### config.mk
export PLATFORM = sky130hd
export DESIGN_NAME = alu_pipe
export DESIGN_NICKNAME = d
export VERILOG_FILES = /design/src/rtl/alu_pipe.sv
export SDC_FILE = /design/constraint.sdc
export NUM_CORES = 1
export LEC_CHECK = 0
export ABC_AREA = 1
export CAP_MARGIN = 20
export CORE_UTILIZATION = 44
export DETAILED_ROUTE_END_ITERATION = 16
export MAX_ROUTING_LAYER = met4
export PLACE_DENSITY = 0.69
export SETUP_SLACK_MARGIN = 0.02
export SYNTH_ARGS = -nofsm -noshare
export SYNTH_HDL_FRONTEND = slang
export SYNTH_SLANG_ARGS = --single-unit
### constraint.sdc
create_clock -name clk -period 2.65 [get_ports clk]
set_input_delay 0.53 -clock clk [delete_from_list [all_inputs] [get_ports clk]]
set_output_delay 0.53 -clock clk [all_outputs]
set_load 0.01 [all_outputs]
### src/rtl/alu_pipe.sv
// alu_pipe: handshaked MIPS execute ALU with a registered result and pc-relative branch resolution.
// Define ALU_MULDIV_EN to add iterative mult/multu/div/divu; HI appears on result_hi.
module alu_pipe #(
  parameter int unsigned WIDTH    = 32,
  parameter int unsigned PC_SHIFT = 2
) (
  input  logic                     clk,
  input  logic                     rst_n,
  input  logic                     in_valid,
  output logic                     in_ready,
  input  logic [5:0]               opcode,
  input  logic [5:0]               funct,
  input  logic [$clog2(WIDTH)-1:0] shamt,
  input  logic [WIDTH-1:0]         src,
  input  logic [WIDTH-1:0]         targ,
  input  logic [WIDTH-1:0]         imm,
  input  logic [WIDTH-1:0]         pc,
  input  logic [WIDTH-1:0]         jaddr,
  output logic                     out_valid,
  input  logic                     out_ready,
  output logic [WIDTH-1:0]         result,
  output logic [WIDTH-1:0]         result_hi,
  output logic                     br_taken,
  output logic                     illegal
);

  localparam int unsigned SW = $clog2(WIDTH);

  localparam logic [5:0] OP_RTYPE = 6'h00;
  localparam logic [5:0] OP_J     = 6'h02;
  localparam logic [5:0] OP_BEQ   = 6'h04;
  localparam logic [5:0] OP_BNE   = 6'h05;
  localparam logic [5:0] OP_ADDI  = 6'h08;
  localparam logic [5:0] OP_SLTI  = 6'h0A;
  localparam logic [5:0] OP_ANDI  = 6'h0C;
  localparam logic [5:0] OP_ORI   = 6'h0D;
  localparam logic [5:0] OP_LW    = 6'h23;
  localparam logic [5:0] OP_SW    = 6'h2B;

  localparam logic [5:0] F_SLL   = 6'h00;
  localparam logic [5:0] F_SRL   = 6'h02;
  localparam logic [5:0] F_SRA   = 6'h03;
  localparam logic [5:0] F_SLLV  = 6'h04;
  localparam logic [5:0] F_SRLV  = 6'h06;
  localparam logic [5:0] F_SRAV  = 6'h07;
  localparam logic [5:0] F_MULT  = 6'h18;
  localparam logic [5:0] F_MULTU = 6'h19;
  localparam logic [5:0] F_DIV   = 6'h1A;
  localparam logic [5:0] F_DIVU  = 6'h1B;
  localparam logic [5:0] F_ADD   = 6'h20;
  localparam logic [5:0] F_SUB   = 6'h22;
  localparam logic [5:0] F_AND   = 6'h24;
  localparam logic [5:0] F_OR    = 6'h25;
  localparam logic [5:0] F_XOR   = 6'h26;
  localparam logic [5:0] F_NOR   = 6'h27;
  localparam logic [5:0] F_SLT   = 6'h2A;
  localparam logic [5:0] F_SLTU  = 6'h2B;

  localparam logic [WIDTH-1:0] IMM_LO_MASK = WIDTH'(17'h0_FFFF);

  logic [WIDTH-1:0] alu_res;
  logic [WIDTH-1:0] br_tgt;
  logic [SW-1:0]    var_amt;
  logic             alu_br;
  logic             alu_ill;
  logic             accept;
  logic             load_alu;
`ifdef ALU_MULDIV_EN
  logic             md_op;
  logic             md_load;
  logic [WIDTH-1:0] md_lo_res;
  logic [WIDTH-1:0] md_hi_res;
`endif

  assign var_amt = src[SW-1:0];
  assign br_tgt  = pc + (imm << PC_SHIFT);
  assign accept  = in_valid && in_ready;

  // Single-cycle decode/execute
  always_comb begin
    alu_res = '0;
    alu_br  = 1'b0;
    alu_ill = 1'b0;
`ifdef ALU_MULDIV_EN
    md_op   = 1'b0;
`endif
    case (opcode)
      OP_RTYPE: begin
        case (funct)
          F_ADD:  alu_res = src + targ;
          F_SUB:  alu_res = src - targ;
          F_AND:  alu_res = src & targ;
          F_OR:   alu_res = src | targ;
          F_XOR:  alu_res = src ^ targ;
          F_NOR:  alu_res = ~(src | targ);
          F_SLT:  alu_res = {{(WIDTH-1){1'b0}}, $signed(src) < $signed(targ)};
          F_SLTU: alu_res = {{(WIDTH-1){1'b0}}, src < targ};
          F_SLL:  alu_res = targ << shamt;
          F_SRL:  alu_res = targ >> shamt;
          F_SRA:  alu_res = $unsigned($signed(targ) >>> shamt);
          F_SLLV: alu_res = targ << var_amt;
          F_SRLV: alu_res = targ >> var_amt;
          F_SRAV: alu_res = $unsigned($signed(targ) >>> var_amt);
          F_MULT, F_MULTU, F_DIV, F_DIVU: begin
`ifdef ALU_MULDIV_EN
            md_op = 1'b1;
`else
            alu_ill = 1'b1;
`endif
          end
          default: alu_ill = 1'b1;
        endcase
      end
      OP_ADDI, OP_LW, OP_SW: alu_res = src + imm;
      OP_ANDI: alu_res = src & (imm & IMM_LO_MASK);
      OP_ORI:  alu_res = src | (imm & IMM_LO_MASK);
      OP_SLTI: alu_res = {{(WIDTH-1){1'b0}}, $signed(src) < $signed(imm)};
      OP_BEQ: begin
        alu_br  = (src == targ);
        alu_res = alu_br ? br_tgt : pc;
      end
      OP_BNE: begin
        alu_br  = (src != targ);
        alu_res = alu_br ? br_tgt : pc;
      end
      OP_J: begin
        alu_br  = 1'b1;
        alu_res = jaddr;
      end
      default: alu_ill = 1'b1;
    endcase
  end

`ifdef ALU_MULDIV_EN
  typedef enum logic [1:0] {S_IDLE, S_BUSY, S_DONE} state_t;

  state_t           state_q, state_d;
  logic [SW-1:0]    cnt_q;
  logic [WIDTH-1:0] acc_hi_q, acc_lo_q, opb_q;
  logic             is_div_q, neg_lo_q, neg_hi_q, div0_q;
  logic             last_iter, md_start;
  logic             md_signed, src_neg, targ_neg;
  logic [WIDTH-1:0] src_mag, targ_mag;
  logic [WIDTH:0]   mul_sum, div_shift, div_diff;
  logic [WIDTH-1:0] step_hi, step_lo;
  logic [2*WIDTH-1:0] prod;

  assign last_iter = (cnt_q == SW'(WIDTH - 1));
  assign md_start  = accept && md_op;
  assign md_load   = (state_q == S_DONE);
  assign in_ready  = (state_q == S_IDLE) && (!out_valid || out_ready);
  assign load_alu  = accept && !md_op;

  always_ff @(posedge clk) begin
    if (!rst_n) state_q <= S_IDLE;
    else        state_q <= state_d;
  end

  always_comb begin
    state_d = state_q;
    case (state_q)
      S_IDLE:  if (md_start) state_d = S_BUSY;
      S_BUSY:  if (last_iter) state_d = S_DONE;
      S_DONE:  state_d = S_IDLE;
      default: state_d = S_IDLE;
    endcase
  end

  // Signed ops iterate on magnitudes; the sign is restored when the result is loaded
  assign md_signed = (funct == F_MULT) || (funct == F_DIV);
  assign src_neg   = md_signed && src[WIDTH-1];
  assign targ_neg  = md_signed && targ[WIDTH-1];
  assign src_mag   = src_neg  ? -src  : src;
  assign targ_mag  = targ_neg ? -targ : targ;

  // One shift-add (mult) or restoring-subtract (div) bit per clock
  always_comb begin
    mul_sum   = {1'b0, acc_hi_q} + (acc_lo_q[0] ? {1'b0, opb_q} : '0);
    div_shift = {acc_hi_q, acc_lo_q[WIDTH-1]};
    div_diff  = div_shift - {1'b0, opb_q};
    step_hi   = mul_sum[WIDTH:1];
    step_lo   = {mul_sum[0], acc_lo_q[WIDTH-1:1]};
    if (is_div_q) begin
      if (!div_diff[WIDTH]) begin
        step_hi = div_diff[WIDTH-1:0];
        step_lo = {acc_lo_q[WIDTH-2:0], 1'b1};
      end else begin
        step_hi = div_shift[WIDTH-1:0];
        step_lo = {acc_lo_q[WIDTH-2:0], 1'b0};
      end
    end
  end

  always_ff @(posedge clk) begin
    if (!rst_n) begin
      cnt_q    <= '0;
      acc_hi_q <= '0;
      acc_lo_q <= '0;
      opb_q    <= '0;
      is_div_q <= 1'b0;
      neg_lo_q <= 1'b0;
      neg_hi_q <= 1'b0;
      div0_q   <= 1'b0;
    end else if ((state_q == S_IDLE) && md_start) begin
      cnt_q    <= '0;
      acc_hi_q <= '0;
      is_div_q <= funct[1];
      neg_lo_q <= src_neg ^ targ_neg;
      neg_hi_q <= src_neg;
      div0_q   <= (targ == '0);
      acc_lo_q <= funct[1] ? src_mag  : targ_mag;
      opb_q    <= funct[1] ? targ_mag : src_mag;
    end else if (state_q == S_BUSY) begin
      cnt_q    <= cnt_q + SW'(1);
      acc_hi_q <= step_hi;
      acc_lo_q <= step_lo;
    end
  end

  // Sign fix-up; divide by zero yields all-ones quotient and remainder = src
  always_comb begin
    prod      = neg_lo_q ? -{acc_hi_q, acc_lo_q} : {acc_hi_q, acc_lo_q};
    md_lo_res = prod[WIDTH-1:0];
    md_hi_res = prod[2*WIDTH-1:WIDTH];
    if (is_div_q) begin
      md_lo_res = div0_q ? '1 : (neg_lo_q ? -acc_lo_q : acc_lo_q);
      md_hi_res = neg_hi_q ? -acc_hi_q : acc_hi_q;
    end
  end

  always_ff @(posedge clk) begin
    if (!rst_n)        result_hi <= '0;
    else if (load_alu) result_hi <= '0;
    else if (md_load)  result_hi <= md_hi_res;
  end
`else
  assign in_ready  = !out_valid || out_ready;
  assign load_alu  = accept;
  assign result_hi = '0;
`endif

  // Output register: holds while stalled, drops valid after a transfer with no new load
  always_ff @(posedge clk) begin
    if (!rst_n) begin
      out_valid <= 1'b0;
      result    <= '0;
      br_taken  <= 1'b0;
      illegal   <= 1'b0;
    end else if (load_alu) begin
      out_valid <= 1'b1;
      result    <= alu_res;
      br_taken  <= alu_br;
      illegal   <= alu_ill;
`ifdef ALU_MULDIV_EN
    end else if (md_load) begin
      out_valid <= 1'b1;
      result    <= md_lo_res;
      br_taken  <= 1'b0;
      illegal   <= 1'b0;
`endif
    end else if (out_ready) begin
      out_valid <= 1'b0;
    end
  end

endmodule

==> results.yml, run 1 <==
outcome:
  status: "did not finish"
  failed_stage: "global routing (5_1_grt)"
  first-error: "[ERROR GRT-0232] Routing congestion too high. Check the congestion heatmap in the GUI."
clock_tree:
  postCtsHoldBufs: 0
  cts_root_buffer: "clkbuf_16"
  htreeDepth: 2
  cts_made_buffers: 5
  cts_num_sinks: 35
  cts_buffer_depth: 2
yosys:
  ys_ff_latch: 35
  synth_ff_type: "dfxtp_1"
  synth_edf_count: 0
  synth_area_sq_um: 18900
  synth-async-reset-ratio_pct: 0
  ys_seq_area_share_pct: 3.70
  netlist_instances: 3596
  avgSynthCellArea_sq_um: 5.26
  yosysWarnings: 0
  yosysUniqueCellTypes: 57
floorplan:
  die_h_um: 209
  io_pins: 249
  rows: 75
  start_util_pct: 44.9
  fp.dieW_um: 209
placement:
  hpwl_mm: 102
  io_buffers: 216
  place.gp.congestion: 1.21
global_route:
  grt-ovfl-total: 137
  grt.total_usage_pct: 72.4
  grt_max_degree: 37
layer usage:
layer / GRT overflow / GRT usage [%]
met4: 54 / 70.2
met5: - / -
met3: 2 / 48.2
met1: 5 / 72.6
met2: 76 / 91.5
synthesized netlist by cell type, drive strengths merged (20+ instances only):
library cell / count / share of area [%]
nand2: 1062 / 21
nand3: 543 / 14
inv: 385 / 7.6
nor2: 313 / 6.4
a21oi: 286 / 7.6
o21ai: 220 / 6.3
ha: 204 / 13
buf: 104 / 3.7
clkbuf: 69 / 1.4
o211ai: 68 / 2.8
nand4: 55 / 1.8
nor3: 43 / 1.2
dfxtp: 35 / 3.7
a221oi: 25 / 1.2
o22ai: 24 / 0.79
or2: 20 / 0.66
metrics by stage:
| stage | instance area [sq um] | instances | setup WS (ps) |
|---|---|---|---|
| floorplan | 19100 | 3627 | 8.56 |
| global placement | 29100 | 5242 | -1450 |
| detailed placement | 29100 | 5242 | -1460 |
| CTS | 32800 | 5353 | -170 |
timing repair:
| action | CTS |
|---|---|
| setup endpoints to repair | 33 |
| endpoints found under the hold margin | 0 |
| cloned | 13 |
| pin swaps | 215 |
| resized for setup | 983 |
| setup buffers | 96 |
cell families after synthesis:
family | Yosys count | synth area share (%)
adders and majority gates | 208 | 13.9
xor gates and xnor gates | 13 | 0.602
buffers and inverters | 561 | 12.7
and+or+nand+nor | 2062 | 46.7
other | 1 | 0.0198
AOI/OAI and AO/OA | 716 | 22.4
DFF | 35 | 3.70
==> run 2, diff against run 1 <==
--- a/config.mk
+++ b/config.mk
@@ -7,11 +7,9 @@
 export LEC_CHECK = 0
 export ABC_AREA = 1
 export CAP_MARGIN = 20
-export CORE_UTILIZATION = 44
+export CORE_UTILIZATION = 29
 export DETAILED_ROUTE_END_ITERATION = 16
-export MAX_ROUTING_LAYER = met4
-export PLACE_DENSITY = 0.69
-export SETUP_SLACK_MARGIN = 0.02
+export PLACE_DENSITY_LB_ADDON = 0.15
 export SYNTH_ARGS = -nofsm -noshare
 export SYNTH_HDL_FRONTEND = slang
 export SYNTH_SLANG_ARGS = --single-unit
==> constraint.sdc (replaced) <==
create_clock -name clk -period 3.4 [get_ports clk]
set_input_delay 0.68 -clock clk [delete_from_list [all_inputs] [get_ports clk]]
set_output_delay 0.68 -clock clk [all_outputs]
set_load 0.01 [all_outputs]
==> results.yml, run 2 <==
outcome:
  status: "finished, final reports clean"
clock_tree:
  cts_num_sinks: 35
  cts_buffer_depth: 2
  insertion_delay_ps: 300
  htreeDepth: 2
  cts.clk_slew.worst_paths_ps: 60
  cts_made_buffers: 5
  cts_root_buffer: "clkbuf_16"
  cts_tree: "built"
  postCtsHoldBufs: 0
yosys:
  netlist.area_leader.share_pct: 20.9
  yosysWarnings: 0
  avgSynthCellArea_sq_um: 5.26
  ys_ff_latch: 35
  yosysUniqueCellTypes: 57
  ys_seq_area_share_pct: 3.70
  synth.most_common_cell: "nand2_1"
  synth.top_cells.by_area: "nand2_1, nand3_1, ha_1"
  synth.largest_area_cell: "nand2_1"
  synth_ff_type: "dfxtp_1"
  synth_edf_count: 0
  synth-async-reset-ratio_pct: 0
  netlist_instances: 3596
  yosys-top-cells-count: "nand2_1, nand3_1, inv_1, nor2_1, a21oi_1"
  synth_area_sq_um: 18900
detailed_routing:
  totalWireLength_mm: 140
  num_vias: 30500
  viasPerCell: 5.43
  route.detailed.drc: 0
  avgRoutedWirePerCell_um: 24.9
  drt_iter0_drc: 2916
  detail-route-antenna-nets: 0
  first_pass_iters: 6
placement:
  io_buffers: 216
  dpl-instance-area_sq_um: 29400
  hpwl_mm: 120
  place.gp.congestion: 1.06
sta:
  skew_ps: 3.28
  whs_ps: 472
  rsz0062_at_grt: "yes"
  min_period_ps: 3340
  relSlewSlack_pct: 38.6
  post-route-period-util_pct: 98.1
  tightest_slew_ps: 916
  setup_viol: 0
  hold_viol: 0
  max_freq_ghz: 0.300
  slew_viol_final: 0
final_layout:
  nets: 5143
  regMostFlops: "result"
  final_cell_area_sq_um: 31700
  layout_common_cells: "buf_4, nand2_1, nand3_1"
  drive_above_1_share_pct: 31.1
  largest_reg_flops: 32
  areaGrowthSynthToFinish_pct: 67.7
  mostFrequentLayoutCell: "buf_4"
global_route:
  grt_pass1_wl_mm: 196
  grt-ovfl-total: 0
  grt_max_degree: 34
  grt_pass1_vias: 29600
  antenna_found_initial: 9
  grt.total_usage_pct: 40.5
setup_path:
  crit_path_end_kind: "flip-flop"
  reg2reg_depth: 6
  startpoint_type: "input port"
  crit_type: "input port to flip-flop"
  required_ps: 3570
  crit_arrival_ps: 3500
  critPathMaxFanout: 4
floorplan:
  io_pins: 249
  core_area_sq_um: 64500
  start_util_pct: 29.4
  die_h_um: 257
  rows: 93
  fp.dieW_um: 257
  dieArea_sq_um: 66300
pwr:
  cellLeakagePower_nw: 16.1
  ir_drop_mv: 0.250
  power.density_nw_per_um2: 184
flow_run:
  cap_violations: 0
min_path:
  worstHoldPathCells: 2
  min_path_type: "flip-flop to flip-flop"
-- run 2: cell counts after synthesis --
Identical to the previous run, type by type.
-- run 2: worst max-delay path, cell delays in order --
cell and delay [ps]:
dlygate4sd2_1 210, buf_6 150, clkinvlp_4 190, ha_4 310, nor2_4 100, nand2_2 80
nor2_4 130, nand4_1 190, nor2_4 240, buf_6 130, inv_2 30, nand2_2 80
nand2_4 80, buf_4 160, nand2_1 60, o211ai_1 120, a21oi_1 330, nand2_1 90
nand2_1 60, a21oi_1 50
-- run 2: report_power, final --
part           switching [mW]  total (mW)  internal [mW]  leakage [nW]
clock                   0.215       0.581          0.366        0.0869
sequential             0.0149       0.436          0.421         0.283
combinational            2.76        4.82           2.06          15.8
total                    2.99        5.83           2.85          16.1
-- run 2: final cells by class --
class / instances / area, sq um
multi-input cells: 3032 / 17400
repair buffers: 1292 / 10900
well taps: 855 / 1070
clock inverters: 2 / 35.0
flip-flops and latches: 35 / 701
fillers: 7017 / 32700
inverters: 388 / 1470
clock buffers: 6 / 139
diodes: 6 / 15.0
-- run 2: logic make-up after synthesis --
group                      Yosys count  share of synthesized area [%]
DFF                                 35                           3.70
xor gates and xnor gates            13                          0.602
adders and majority gates          208                           13.9
AOI/OAI and AO/OA                  716                           22.4
other                                1                         0.0198
buffers and inverters              561                           12.7
and+or+nand+nor                   2062                           46.7
-- run 2: final timing paths --
path                                  from         end  slack [ps]
worst max-delay path              targ[10]  result[10]          60
worst min-delay path            result[30]  result[30]         470
worst max register to register   out_valid  result[27]        1360
worst min register to register  result[30]  result[30]         470
-- run 2: per-stage QoR --
| stage | total power [mW] | TNS, ps | cells | util [%] | setup WS [ps] |
|---|---|---|---|---|---|
| after global routing | 6.14 | -318 | 5614 | 49.2 | -70.6 |
| after floorplan | 2.33 | 0 | 3627 | - | 510 |
| after CTS | 5.56 | 0 | 5597 | 47.7 | 0.917 |
| after detailed placement | 4.80 | -24500 | 5555 | 45.7 | -1170 |
| final | 5.83 | 0 | 5616 | 49.2 | 64.6 |
| after global placement | 4.83 | -24530 | 5555 | 45.7 | -1210 |
-- run 2: what timing repair did --
item / in CTS / in global routing
endpoints found under the setup margin: 33 / 32
buffers inserted: 31 / 13
gates resized for setup: 250 / 251
pin swaps: 58 / 67
endpoints found under the hold margin: 0 / 0
gates cloned: 6 / 0
-- run 2: per-layer routing --
metal,part of all wire [%],track usage [%],vias up
li1,-,-,14400
met1,39,47.9,14200
met2,46,68.6,1501
met3,6.7,4.06,402
met4,8.6,28.4,6
met5,0.033,0,-
No activity file was read; power rests on OpenSTA's default activity.
==> run 3, diff against run 2 <==
--- a/config.mk
+++ b/config.mk
@@ -7,6 +7,7 @@
 export LEC_CHECK = 0
 export ABC_AREA = 1
 export CAP_MARGIN = 20
+export CORE_MARGIN = 3
 export CORE_UTILIZATION = 29
 export DETAILED_ROUTE_END_ITERATION = 16
 export PLACE_DENSITY_LB_ADDON = 0.15
==> results.yml, run 3 (synthesized netlist as in run 2, its figures left out) <==
sta:
  setup_viol: 0
  max_freq_ghz: 0.302
  rsz0062_at_grt: "yes"
  skew_ps: 6.10
  tightest_slew_ps: 681
  slew_viol_final: 0
  hold_viol: 0
  relSlewSlack_pct: 54.3
  min_period_ps: 3320
  post-route-period-util_pct: 97.5
global_route:
  grt_pass1_wl_mm: 194
  antenna_found_initial: 7
  grt.total_usage_pct: 39.0
  grt-ovfl-total: 0
  grt_pass1_vias: 29000
  grt_max_degree: 34
min_path:
  worstHoldPathCells: 2
  min_from: "result[1]"
  min_path_type: "flip-flop to flip-flop"
floorplan:
  start_util_pct: 29.4
  fp.dieW_um: 261
  rows: 93
  dieArea_sq_um: 68300
  die_h_um: 261
  core_area_sq_um: 64500
  io_pins: 249
final_layout:
  areaGrowthSynthToFinish_pct: 67.9
  layout_common_cells: "buf_4, nand2_1, nand3_1"
  nets: 5166
  regMostFlops: "result"
  mostFrequentLayoutCell: "buf_4"
  final_util_pct: 49.3
  final_cell_area_sq_um: 31800
  largest_reg_flops: 32
  drive_above_1_share_pct: 30.8
clock_tree:
  insertion_delay_ps: 280
  cts_num_sinks: 35
  postCtsHoldBufs: 0
  cts_tree: "built"
  cts_buffer_depth: 2
  cts_made_buffers: 5
  cts_root_buffer: "clkbuf_16"
  htreeDepth: 2
  cts.clk_slew.worst_paths_ps: 60
detailed_routing:
  avgRoutedWirePerCell_um: 24.7
  drt_iter0_drc: 3101
  num_vias: 30500
  route.detailed.drc: 0
  detail-route-antenna-nets: 0
  totalWireLength_mm: 139
  viasPerCell: 5.42
  first_pass_iters: 5
pwr:
  ir_drop_mv: 0.181
  clock_power_share_pct: 8.0
  pwr-share-seq_pct: 7.6
  power.density_nw_per_um2: 179
  switching_share_pct: 51.6
  comb_power_share_pct: 84.4
  p_switching_mw: 2.94
  power.internal_mw: 2.75
  cellLeakagePower_nw: 16.2
setup_path:
  reg2reg_depth: 6
  startpoint_type: "input port"
  crit_path_end_kind: "flip-flop"
  critPathMaxFanout: 4
  required_ps: 3560
  crit_arrival_ps: 3470
  crit_start: "imm[17]"
  reg2reg_from: "out_valid"
  crit_type: "input port to flip-flop"
outcome:
  status: "finished, final reports clean"
flow_run:
  cap_violations: 0
placement:
  place.gp.congestion: 1.09
  dpl-instance-area_sq_um: 29800
  io_buffers: 216
  hpwl_mm: 120
run 3: changes by cell type in the layout (fill, tap and decap cells not counted), moves of 8 or more:
cell / previous run / this run
o21ai_1: 48 / 56
ha_1: 171 / 179
nand3_2: 46 / 22
o21ai_0: 141 / 133
clkdlybuf4s50_1: 156 / 148
buf_4: 1016 / 1031
nand2_2: 56 / 45
nand3_1: 493 / 512
run 3: path summary, 6_finish.rpt:
path / end / slack (ps)
worst max-delay path: result[31] / 80
worst min-delay path: result[1] / 470
worst max register to register: result[10] / 1600
worst min register to register: result[1] / 470
run 3: critical path, stage by stage:
cell and delay [ps]:
clkdlybuf4s50_1 460, buf_4 170, ha_1 330, nand2_1 200
nor2_1 80, inv_1 130, nor2_1 70, nor2_1 130
nand3_1 280, nand2_1 140, nand3_1 100, or2_2 290
nand3_1 60, nor3b_1 180, nand2_1 70, nand2_1 50
a21oi_1 50
run 3: timing repair:
| action | 4_1_cts | 5_1_grt |
|---|---|---|
| pin swaps | 46 | 74 |
| gates cloned | 3 | 2 |
| resized for setup | 241 | 262 |
| buffers inserted | 22 | 15 |
| setup endpoints to repair | 33 | 31 |
run 3: final cells by class:
type	instances	area (sq um)
diodes	3	7.51
repair buffers	1315	11100
inverters	388	1470
fillers	7105	32700
clock buffers	6	129
multi-input cells	3032	17300
well taps	855	1070
flip-flops and latches	35	701
run 3: power by group through the flow:
stage          clock network [mW]  registers, mW  logic [mW]
2_1_floorplan                   0          0.440        1.89
3_3_place_gp                    0          0.443        4.41
3_5_place_dp                    0          0.442        4.38
4_1_cts                     0.456          0.433        4.53
5_1_grt                     0.466          0.434        5.12
6_report                    0.453          0.434        4.80
run 3: per-layer routing:
| metal | up-vias | track usage [%] | part of all wire, % |
|---|---|---|---|
| met1 | 14200 | 46.8 | 39 |
| met2 | 1444 | 64.7 | 45 |
| met5 | - | 0 | 0.033 |
| li1 | 14500 | - | - |
| met4 | 6 | 26.4 | 8.5 |
| met3 | 388 | 5.35 | 6.9 |
run 3: metrics by stage:
| stage | power [mW] | hold WS (ps) | worst slack [ps] | std cells | setup TNS [ps] |
|---|---|---|---|---|---|
| after floorplan | 2.33 | 490 | 510 | 3627 | 0 |
| after global placement | 4.85 | 456 | -1040 | 5585 | -19600 |
| after detailed placement | 4.83 | 458 | -1100 | 5585 | -20380 |
| after CTS | 5.42 | 468 | -1.57 | 5615 | -1.57 |
| after global routing | 6.02 | 482 | -58.5 | 5633 | -124 |
| final | 5.69 | 466 | 84.2 | 5634 | 0 |
